--- src/rtl/servo_pwm_deadtime_pkg.sv ---
// Shared types and defaults for the servo PWM / dead-time generator.
package servo_pwm_deadtime_pkg;

  localparam int unsigned CNT_W_DEFAULT = 16;
  localparam int unsigned DT_W_DEFAULT  = 8;

  typedef enum logic [1:0] {
    ST_IDLE = 2'd0,
    ST_HIGH = 2'd1,
    ST_LOW  = 2'd2,
    ST_DEAD = 2'd3
  } dt_state_e;

endpackage

--- src/rtl/servo_pwm_deadtime_deadtime.sv ---
// Dead-time inserter: turns the raw compare level into a non-overlapping
// complementary pwm / pwm_n pair with registered outputs.
module servo_deadtime
  import servo_pwm_deadtime_pkg::*;
#(
  parameter int unsigned DT_W = DT_W_DEFAULT
) (
  input  logic            clk,
  input  logic            reset_n,
  input  logic            enable,
  input  logic            raw,
  input  logic [DT_W-1:0] dead_time,
  output logic            pwm,
  output logic            pwm_n
);

  dt_state_e       state;
  logic            target;
  logic [DT_W-1:0] dcnt;
  logic [DT_W-1:0] dt_lat;
  logic            leave;

  // Steady states are left when raw disagrees with the level being driven.
  always_comb begin
    leave = 1'b0;
    case (state)
      ST_IDLE: leave = 1'b1;
      ST_HIGH: leave = ~raw;
      ST_LOW:  leave = raw;
      default: leave = 1'b0;
    endcase
  end

  always_ff @(posedge clk or negedge reset_n) begin
    if (!reset_n) begin
      state  <= ST_IDLE;
      target <= 1'b0;
      dcnt   <= '0;
      dt_lat <= '0;
      pwm    <= 1'b0;
      pwm_n  <= 1'b0;
    end else if (!enable) begin
      state <= ST_IDLE;
      dcnt  <= '0;
      pwm   <= 1'b0;
      pwm_n <= 1'b0;
    end else if (state == ST_DEAD) begin
      // dcnt counts the both-low cycles already shown, so exit when it hits dt_lat.
      if (raw != target) begin
        target <= raw;
        dcnt   <= DT_W'(1);
      end else if (dcnt == dt_lat) begin
        state <= target ? ST_HIGH : ST_LOW;
        pwm   <= target;
        pwm_n <= ~target;
        dcnt  <= '0;
      end else begin
        dcnt <= dcnt + DT_W'(1);
      end
    end else if (leave) begin
      target <= raw;
      if (dead_time == '0) begin
        state <= raw ? ST_HIGH : ST_LOW;
        pwm   <= raw;
        pwm_n <= ~raw;
      end else begin
        state  <= ST_DEAD;
        dcnt   <= DT_W'(1);
        dt_lat <= dead_time;
        pwm    <= 1'b0;
        pwm_n  <= 1'b0;
      end
    end
  end

endmodule

--- src/rtl/servo_pwm_deadtime.sv ---
// Edge-aligned PWM carrier with double-buffered period/duty feeding the
// dead-time inserter that drives the commutation stage.
module servo_pwm_deadtime
  import servo_pwm_deadtime_pkg::*;
#(
  parameter int unsigned CNT_W = CNT_W_DEFAULT,
  parameter int unsigned DT_W  = DT_W_DEFAULT
) (
  input  logic             clk,
  input  logic             reset_n,
  input  logic             enable,
  input  logic [CNT_W-1:0] period,
  input  logic [CNT_W-1:0] duty,
  input  logic [DT_W-1:0]  dead_time,
  input  logic             load,
  output logic             pwm,
  output logic             pwm_n,
  output logic             cycle_start,
  output logic [CNT_W-1:0] duty_active
);

  logic [CNT_W-1:0] cnt;
  logic [CNT_W-1:0] period_sh;
  logic [CNT_W-1:0] duty_sh;
  logic [CNT_W-1:0] period_pend;
  logic [CNT_W-1:0] duty_pend;
  logic             pend_valid;
  logic             enable_q;
  logic             en_rise;
  logic             wrap;
  logic             raw;
  logic [CNT_W-1:0] period_eff;
  logic [CNT_W-1:0] duty_eff;

  // On the enable rising edge the live inputs are already in effect for the
  // first counter cycle, so compare and wrap use them instead of the stale shadow.
  always_comb begin
    en_rise    = enable & ~enable_q;
    period_eff = en_rise ? period : period_sh;
    duty_eff   = en_rise ? duty : duty_sh;
    wrap       = enable & (cnt == period_eff);
    raw        = (cnt < duty_eff);
  end

  assign duty_active = duty_sh;

  always_ff @(posedge clk or negedge reset_n) begin
    if (!reset_n) begin
      cnt         <= '0;
      period_sh   <= '0;
      duty_sh     <= '0;
      period_pend <= '0;
      duty_pend   <= '0;
      pend_valid  <= 1'b0;
      enable_q    <= 1'b0;
      cycle_start <= 1'b0;
    end else begin
      enable_q    <= enable;
      cycle_start <= enable & (cnt == '0);

      if (!enable || wrap) begin
        cnt <= '0;
      end else begin
        cnt <= cnt + CNT_W'(1);
      end

      if (load) begin
        period_pend <= period;
        duty_pend   <= duty;
      end

      if (en_rise) begin
        period_sh <= period;
        duty_sh   <= duty;
      end else if (wrap && pend_valid) begin
        period_sh <= period_pend;
        duty_sh   <= duty_pend;
      end

      if (load) begin
        pend_valid <= 1'b1;
      end else if (en_rise || wrap) begin
        pend_valid <= 1'b0;
      end
    end
  end

  servo_deadtime #(
    .DT_W(DT_W)
  ) u_deadtime (
    .clk       (clk),
    .reset_n   (reset_n),
    .enable    (enable),
    .raw       (raw),
    .dead_time (dead_time),
    .pwm       (pwm),
    .pwm_n     (pwm_n)
  );

endmodule

--- config.mk ---
export PLATFORM = sky130hd
export DESIGN_NAME = servo_pwm_deadtime
export DESIGN_NICKNAME = d
export VERILOG_FILES = /design/src/rtl/servo_pwm_deadtime_pkg.sv /design/src/rtl/servo_pwm_deadtime_deadtime.sv /design/src/rtl/servo_pwm_deadtime.sv
export SDC_FILE = /design/constraint.sdc
export NUM_CORES = 1
export LEC_CHECK = 0
export CAP_MARGIN = 20
export CORE_ASPECT_RATIO = 0.9
export CORE_MARGIN = 1.5
export CORE_UTILIZATION = 30
export CTS_BUF_LIST = sky130_fd_sc_hd__clkbuf_16
export DETAILED_ROUTE_END_ITERATION = 8
export GPL_ROUTABILITY_DRIVEN = 0
export MAX_ROUTING_LAYER = met4
export PLACE_DENSITY_LB_ADDON = 0.15
export SYNTH_ARGS = -nofsm -noshare
export SYNTH_HDL_FRONTEND = slang
export SYNTH_SLANG_ARGS = --single-unit
--- constraint.sdc ---
create_clock -name clk -period 4.08 [get_ports clk]
set_input_delay 0.816 -clock clk [delete_from_list [all_inputs] [get_ports clk]]
set_output_delay 0.816 -clock clk [all_outputs]
set_load 0.05 [all_outputs]
# Yosys cells after proc, flatten, opt, wreduce, memory -nomap -nowiden
# Cells that the tools add are included.
[classes]
n_reduce_logical = 14
addsub = 2
div_mod_pow = 0
n_bitwise = 8
n_mux = 39
multipliers = 0
n_lt_le_gt_ge = 1
n_eq_ne = 11
shifts = 0
[ops]
columns = ["op", "count"]
rows = [
  ["16-bit two-way mux", 7],
  ["8-bit two-way mux", 6],
  ["1-bit two-way mux", 17],
  ["16-bit by 1-bit adder with 16-bit output (second input constant)", 1],
  ["16-bit equality test", 1],
  ["16-bit logical NOT", 1],
  ["16-bit < comparator", 1],
  ["2-bit two-way mux", 8],
  ["8-bit by 1-bit adder with 8-bit output (second input constant)", 1],
  ["8-bit equality test", 1],
  ["8-bit logical NOT", 1],
  ["3-bit inequality test (second input constant)", 2],
  ["3-bit AND reduction", 2],
  ["2-bit nonzero test", 3],
  ["1-bit NOT", 5],
  ["2-bit equality test (second input constant)", 2],
  ["4-bit AND reduction", 1],
  ["1-bit bitwise AND", 3],
  ["3-bit by 1-bit inequality test with 1-bit output (second input constant)", 1],
  ["3-bit by 2-bit inequality test with 1-bit output (second input constant)", 1],
  ["1-bit one-hot mux with 3 select lines", 1],
  ["2-bit by 1-bit equality test with 1-bit output (second input constant)", 1],
  ["2-bit logical NOT", 1],
  ["1-bit logical OR", 2],
  ["5 further kinds", 5],
]
[totals]
memories = 0
inputBits = 44
latchBits = 0
reg_bits = 104
wordCells = 89
ram_bits = 0
romBits = 0
output_inout_bits = 19

# Logic depth before layout (Yosys ltp)
[logic_depth]
depth_word = 9
depth_mapped = 16
ltp_nobuf = 11

# By module
# From an unflattened synthesis, not the netlist that was laid out.
[hier_totals]
cells_unflattened = 581
hier_area_um2 = 5886.9
[modules_own_cells]
columns = ["mod", "cells_each", "area_per_inst_um2", "n_inst", "seq_area_each_um2"]
rows = [
  ["servo_pwm_deadtime", 458, 4554.4, 1, 2077.0],
  ["servo_deadtime", 123, 1332.5, 1, 525.5],
]

# Least setup slack after synthesis
# Ideal clock, no wire load.
[synth_path]
path_type = "input port to flip-flop"
start = "input enable"
end = "register u_deadtime.pwm_n"
setup_slack_ps = -77
setup_ps = 125
required_ps = 3955
arrival_time_ps = 4032
stages = 16
cell_sequence = "nand2b_1 buf_2 buf_4 clkbuf_1 clkbuf_1 and2_1 a21oi_1 ha_1 a21o_1 a221o_1 nand2_1 o2111ai_4 mux2_1 or4b_1 buf_2 mux2_4"
[synth_between]
elab_chain_len = 8
word_cells_on_any_way = 14
[synth_rtl]
columns = ["element", "line_no", "source"]
rows = [
  ["start: declaration", "servo_pwm_deadtime.sv:11", "input logic enable,"],
  ["branches (longest 8 deep; another with 16-bit < comparator)", "-", ""],
  ["end signal: assignment", "servo_pwm_deadtime_deadtime.sv:55", "pwm_n <= ~target;"],
  ["end signal: assignment", "servo_pwm_deadtime_deadtime.sv:65", "pwm_n <= ~raw;"],
  ["end: declaration", "servo_pwm_deadtime_deadtime.sv:14", "output logic pwm_n"],
]
# Parallel ways; which one is timed is not known. The select of a mux whose other input is x is not followed.
# A chain may end at the register's enable or synchronous reset.

# Worst setup path after layout
[layout_path]
start = "input enable"
end = "register u_deadtime.state[1]"
[layout_between]
elab_chain_len = 8
word_cells_on_any_way = 15
[layout_rtl]
columns = ["element", "line_no", "source"]
rows = [
  ["1-bit bitwise AND", "servo_pwm_deadtime.sv:38", "en_rise = enable & ~enable_q;"],
  ["16-bit two-way mux", "servo_pwm_deadtime.sv:40", "duty_eff = en_rise ? duty : duty_sh;"],
  ["16-bit < comparator", "servo_pwm_deadtime.sv:42", "raw = (cnt < duty_eff);"],
  ["2-bit two-way mux", "servo_pwm_deadtime_deadtime.sv:63", "state <= raw ? ST_HIGH : ST_LOW;"],
  ["2-bit two-way mux", "servo_pwm_deadtime_deadtime.sv:62", "if (dead_time == '0) begin"],
  ["2-bit two-way mux", "servo_pwm_deadtime_deadtime.sv:60", "end else if (leave) begin"],
  ["2-bit two-way mux", "servo_pwm_deadtime_deadtime.sv:47", "end else if (state == ST_DEAD) begin"],
  ["2-bit two-way mux", "servo_pwm_deadtime_deadtime.sv:42", "end else if (!enable) begin"],
  ["end signal: assignment", "servo_pwm_deadtime_deadtime.sv:53", "state <= target ? ST_HIGH : ST_LOW;"],
  ["end signal: assignment", "servo_pwm_deadtime_deadtime.sv:63", ""],
  ["end: declaration", "servo_pwm_deadtime_deadtime.sv:17", "dt_state_e state;"],
]
# Parallel ways exist; a longest one is shown, timed or not. The select of a mux whose other input is x is not followed.

==> results.tsv <==
metric	value	unit
pwr/cell area	365.3	nW/µm²
main combinational cell family by area after synthesis	simple AND/OR/NAND/NOR gates	
synth top area cells	dfrtp_1, mux2_2, nand3_1, ha_1, nand4_1	
Max Freq	277.7	MHz
post-route setup slack	0.4786	ns
Die W	148.5	µm
WL/cell	17.30	µm
Setup crit end kind	flip-flop	
DRC errors left	0	
io pins	63	
clock-pin slew on the worst setup and hold paths	0.07	ns
Setup WS pre-CTS	-0.2865	ns
largest net degree at the start of global routing	63	
worst hold path type	flip-flop to flip-flop	
antenna-violating nets left	0	
clock tree from TritonCTS	built	
slowest CP cell	or4b_1	
post-synthesis to final-layout area growth	23.69	%
Worst VDD drop	193.4	µV
# H-tree levels	3	
Setup crit end	u_deadtime.state[1]	
Worst EP arrival	3.84	ns
total number of vias	4552	
flop-to-flop setup slack	0.59	ns
PortBufs	62	
run status	complete, no violations	
drt pass-1 iters	5	
Tmin final	3.601	ns
gr ovfl total	0	
Vias/cell	5.103	
Pins Over Slew Limit	0	
CP max stage delay	0.54	ns
vias in the first global route	4693	
Seq cells post-synth	104	
Req. time, crit path	4.32	ns
crit path max fanout	9	
final WL	15430	µm
CP Cell Sequence	dlymetal6s2s_1 -> nand2b_2 -> buf_4 -> and2_1 -> a21oi_1 -> ha_1 -> a21oi_1 -> nand2_1 -> a221oi_2 -> buf_4 -> o2111ai_4 -> mux2_1 -> or4b_1 -> mux2_4	
clock sink count	104	
Max-cap violations	0	
Initial Util	0.3085	
xor and xnor fraction of the mapped netlist area	0.05976	
Site Rows	47	
Worst Tran Pin Value	0.8546	ns
Synth Flop Type	dfrtp_1	
antenna fix cells	0	
max-slew headroom at the worst pin	0.4303	
initial antenna violation count	0	
Post-Synth Adder-Cell Area	0.03940	
setup violators final	0	
Startpoint Class	input port	
LEAKAGE	3.074	nW
Final Hold Fails	0	
top-count cell post-synth	dfrtp_1	
Compound-Gate Fraction of Synth Area	0.09194	
layout net count	704	
Longest Clk Path Bufs	2	
Worst-Skew Late Latency	0.36	ns
Vert. Die Dim	133.9	µm
worst flop-to-flop path startpoint	enable_q	
Post-Synth Simple-Gate Area	0.1988	
synth unique cells	42	
Inserted Clock Buffers	9	
hold buffers post-CTS	0	
Die Area	19890	µm²
CTS root buf	clkbuf_16	
share of cells above drive strength 1	0.1453	
Syn Area/Cell	10.01	µm²
fin crit share	0.8827	
Yosys Warn Count	0	
worst r2r path cells	13	
most frequent cells after synthesis	dfrtp_1, nand2_1, nand3_1, nand4_1, mux2_2	
post-synth top area cell	dfrtp_1	
Post-synth EDFFs	0	
Clock Skew	0.01012	ns
Post-synth ARST share	1.000	
Synth Cell Area	5715	µm²
gr usage total	0.1709	
Post-Syn Instances	571	
top cell type's share of synthesized area	0.4553	
DP HPWL	11230	µm
crit path from	enable	
CP Class	input port to flip-flop	
synthesized net count	633	
Seq/Total Area, Yosys	0.4553	
1st-iter DRT viols	215	
area of the core	18520	µm²
first-pass GRT wire length	25680	µm
final core utilization	0.3816	
RSZ-0062 raised after global routing	no	
Reg2Reg Capture Point	u_deadtime.state[1]	
multiplexer area fraction after synthesis	0.1215	
==> cell type report <==
type                       instances  area (µm²)
inverter                           8       30.03
clock inverter                     7       56.30
sequential                       104        2603
multi-input combinational        420        2925
tap                              245       306.5
clock buffer                       9       225.2
fill                            1860       11450
timing repair buffer              99       923.4
==> through the flow <==
step	cell area [µm²]	TNS [ns]	total power (W)	hold slack [ns]	std cells
2_1_floorplan	5718	0	0.001539	0.4646	571
3_3_place_gp	6785	-2.221	0.001765	0.4817	876
3_5_place_dp	6785	-4.106	0.001777	0.4894	876
4_1_cts	7067	0	0.002630	0.5021	892
5_1_grt	7069	0	0.002728	0.5350	892
6_report	7069	0	0.002582	0.4993	892
==> critical path: cells and delay by family <==
| family | cells | cell delay, ns |
|---|---|---|
| mux | 2 | 0.57 |
| fa+ha+maj | 1 | 0.28 |
| compound gates | 4 | 0.66 |
| simple gates | 4 | 0.96 |
| buf+inv | 3 | 0.56 |
==> sequential cells by signal (all words and copies together) (netlist names) <==
| name | cells |
|---|---|
| u_deadtime.pwm_n | 1 |
| period_sh | 16 |
| u_deadtime.dcnt | 8 |
| period_pend | 16 |
| pend_valid | 1 |
| u_deadtime.state | 2 |
| enable_q | 1 |
| u_deadtime.dt_lat | 8 |
| duty_pend | 16 |
| u_deadtime.pwm | 1 |
| u_deadtime.target | 1 |
| duty_active | 16 |
| cnt | 16 |
| cycle_start | 1 |
==> timing repair <==
item | CTS | global route
resized for setup | 0 | 1
setup buffers | 0 | 0
setup endpoints to repair | 0 | 12
endpoints found under the hold margin | 0 | 0
==> per-layer routing <==
metal  track usage  vias up  wire (µm)
li1              -     2202          -
met1        0.2396     2240       7741
met2        0.2512       95       6835
met3       0.03639       15        669
met4       0.04125        0        184
met5             -        -          0
==> kinds of logic (layout without fill, tap and decap cells) <==
kind of cell               count (synthesis)  in the layout
DFF                                      104            104
xor gates and xnor gates                  39             39
and+or+nand+nor                          222            222
muxes                                     63             63
adders and majority gates                 18             18
buffers and inverters                     47            123
AOI/OAI and AO/OA                         78             78
==> worst min path at each step <==
stage,from,cells after the start,slack [ns],end
after global placement,pend_valid,1,0.48,pend_valid
after global routing,period_pend[1],1,0.53,period_pend[1]
after detailed placement,pend_valid,1,0.49,pend_valid
final,pend_valid,1,0.50,pend_valid
after floorplan,pend_valid,1,0.46,pend_valid
after CTS,pend_valid,1,0.50,pend_valid
==> where the power goes <==
part	total [W]	internal, W	switching (W)
Sequential	0.00120	0.00113	0.0000743
Combinational	0.000546	0.000246	0.000301
Clock	0.000832	0.000420	0.000413
Total	0.00258	0.00179	0.000788
==> cells in the final DEF, fill, tap and decap left out, types with 3 or more instances in the layout <==
cell,count
a21o_1,5
nor3b_1,4
nor2_1,27
clkdlybuf4s50_1,60
nor3_1,5
nand2_1,55
ha_1,18
mux2_2,34
a21oi_1,25
a211o_1,6
xor2_1,17
and2_1,16
nand4_1,36
nand3_1,47
and3_1,8
o211ai_1,18
nor4_1,12
xnor2_1,22
nand2b_1,3
mux2i_1,18
clkbuf_16,9
mux2_1,9
dfrtp_1,104
buf_4,36
clkinv_4,3
o21ai_1,10
o21ai_0,7
inv_1,8
No activity file was read; power rests on OpenSTA's default activity.
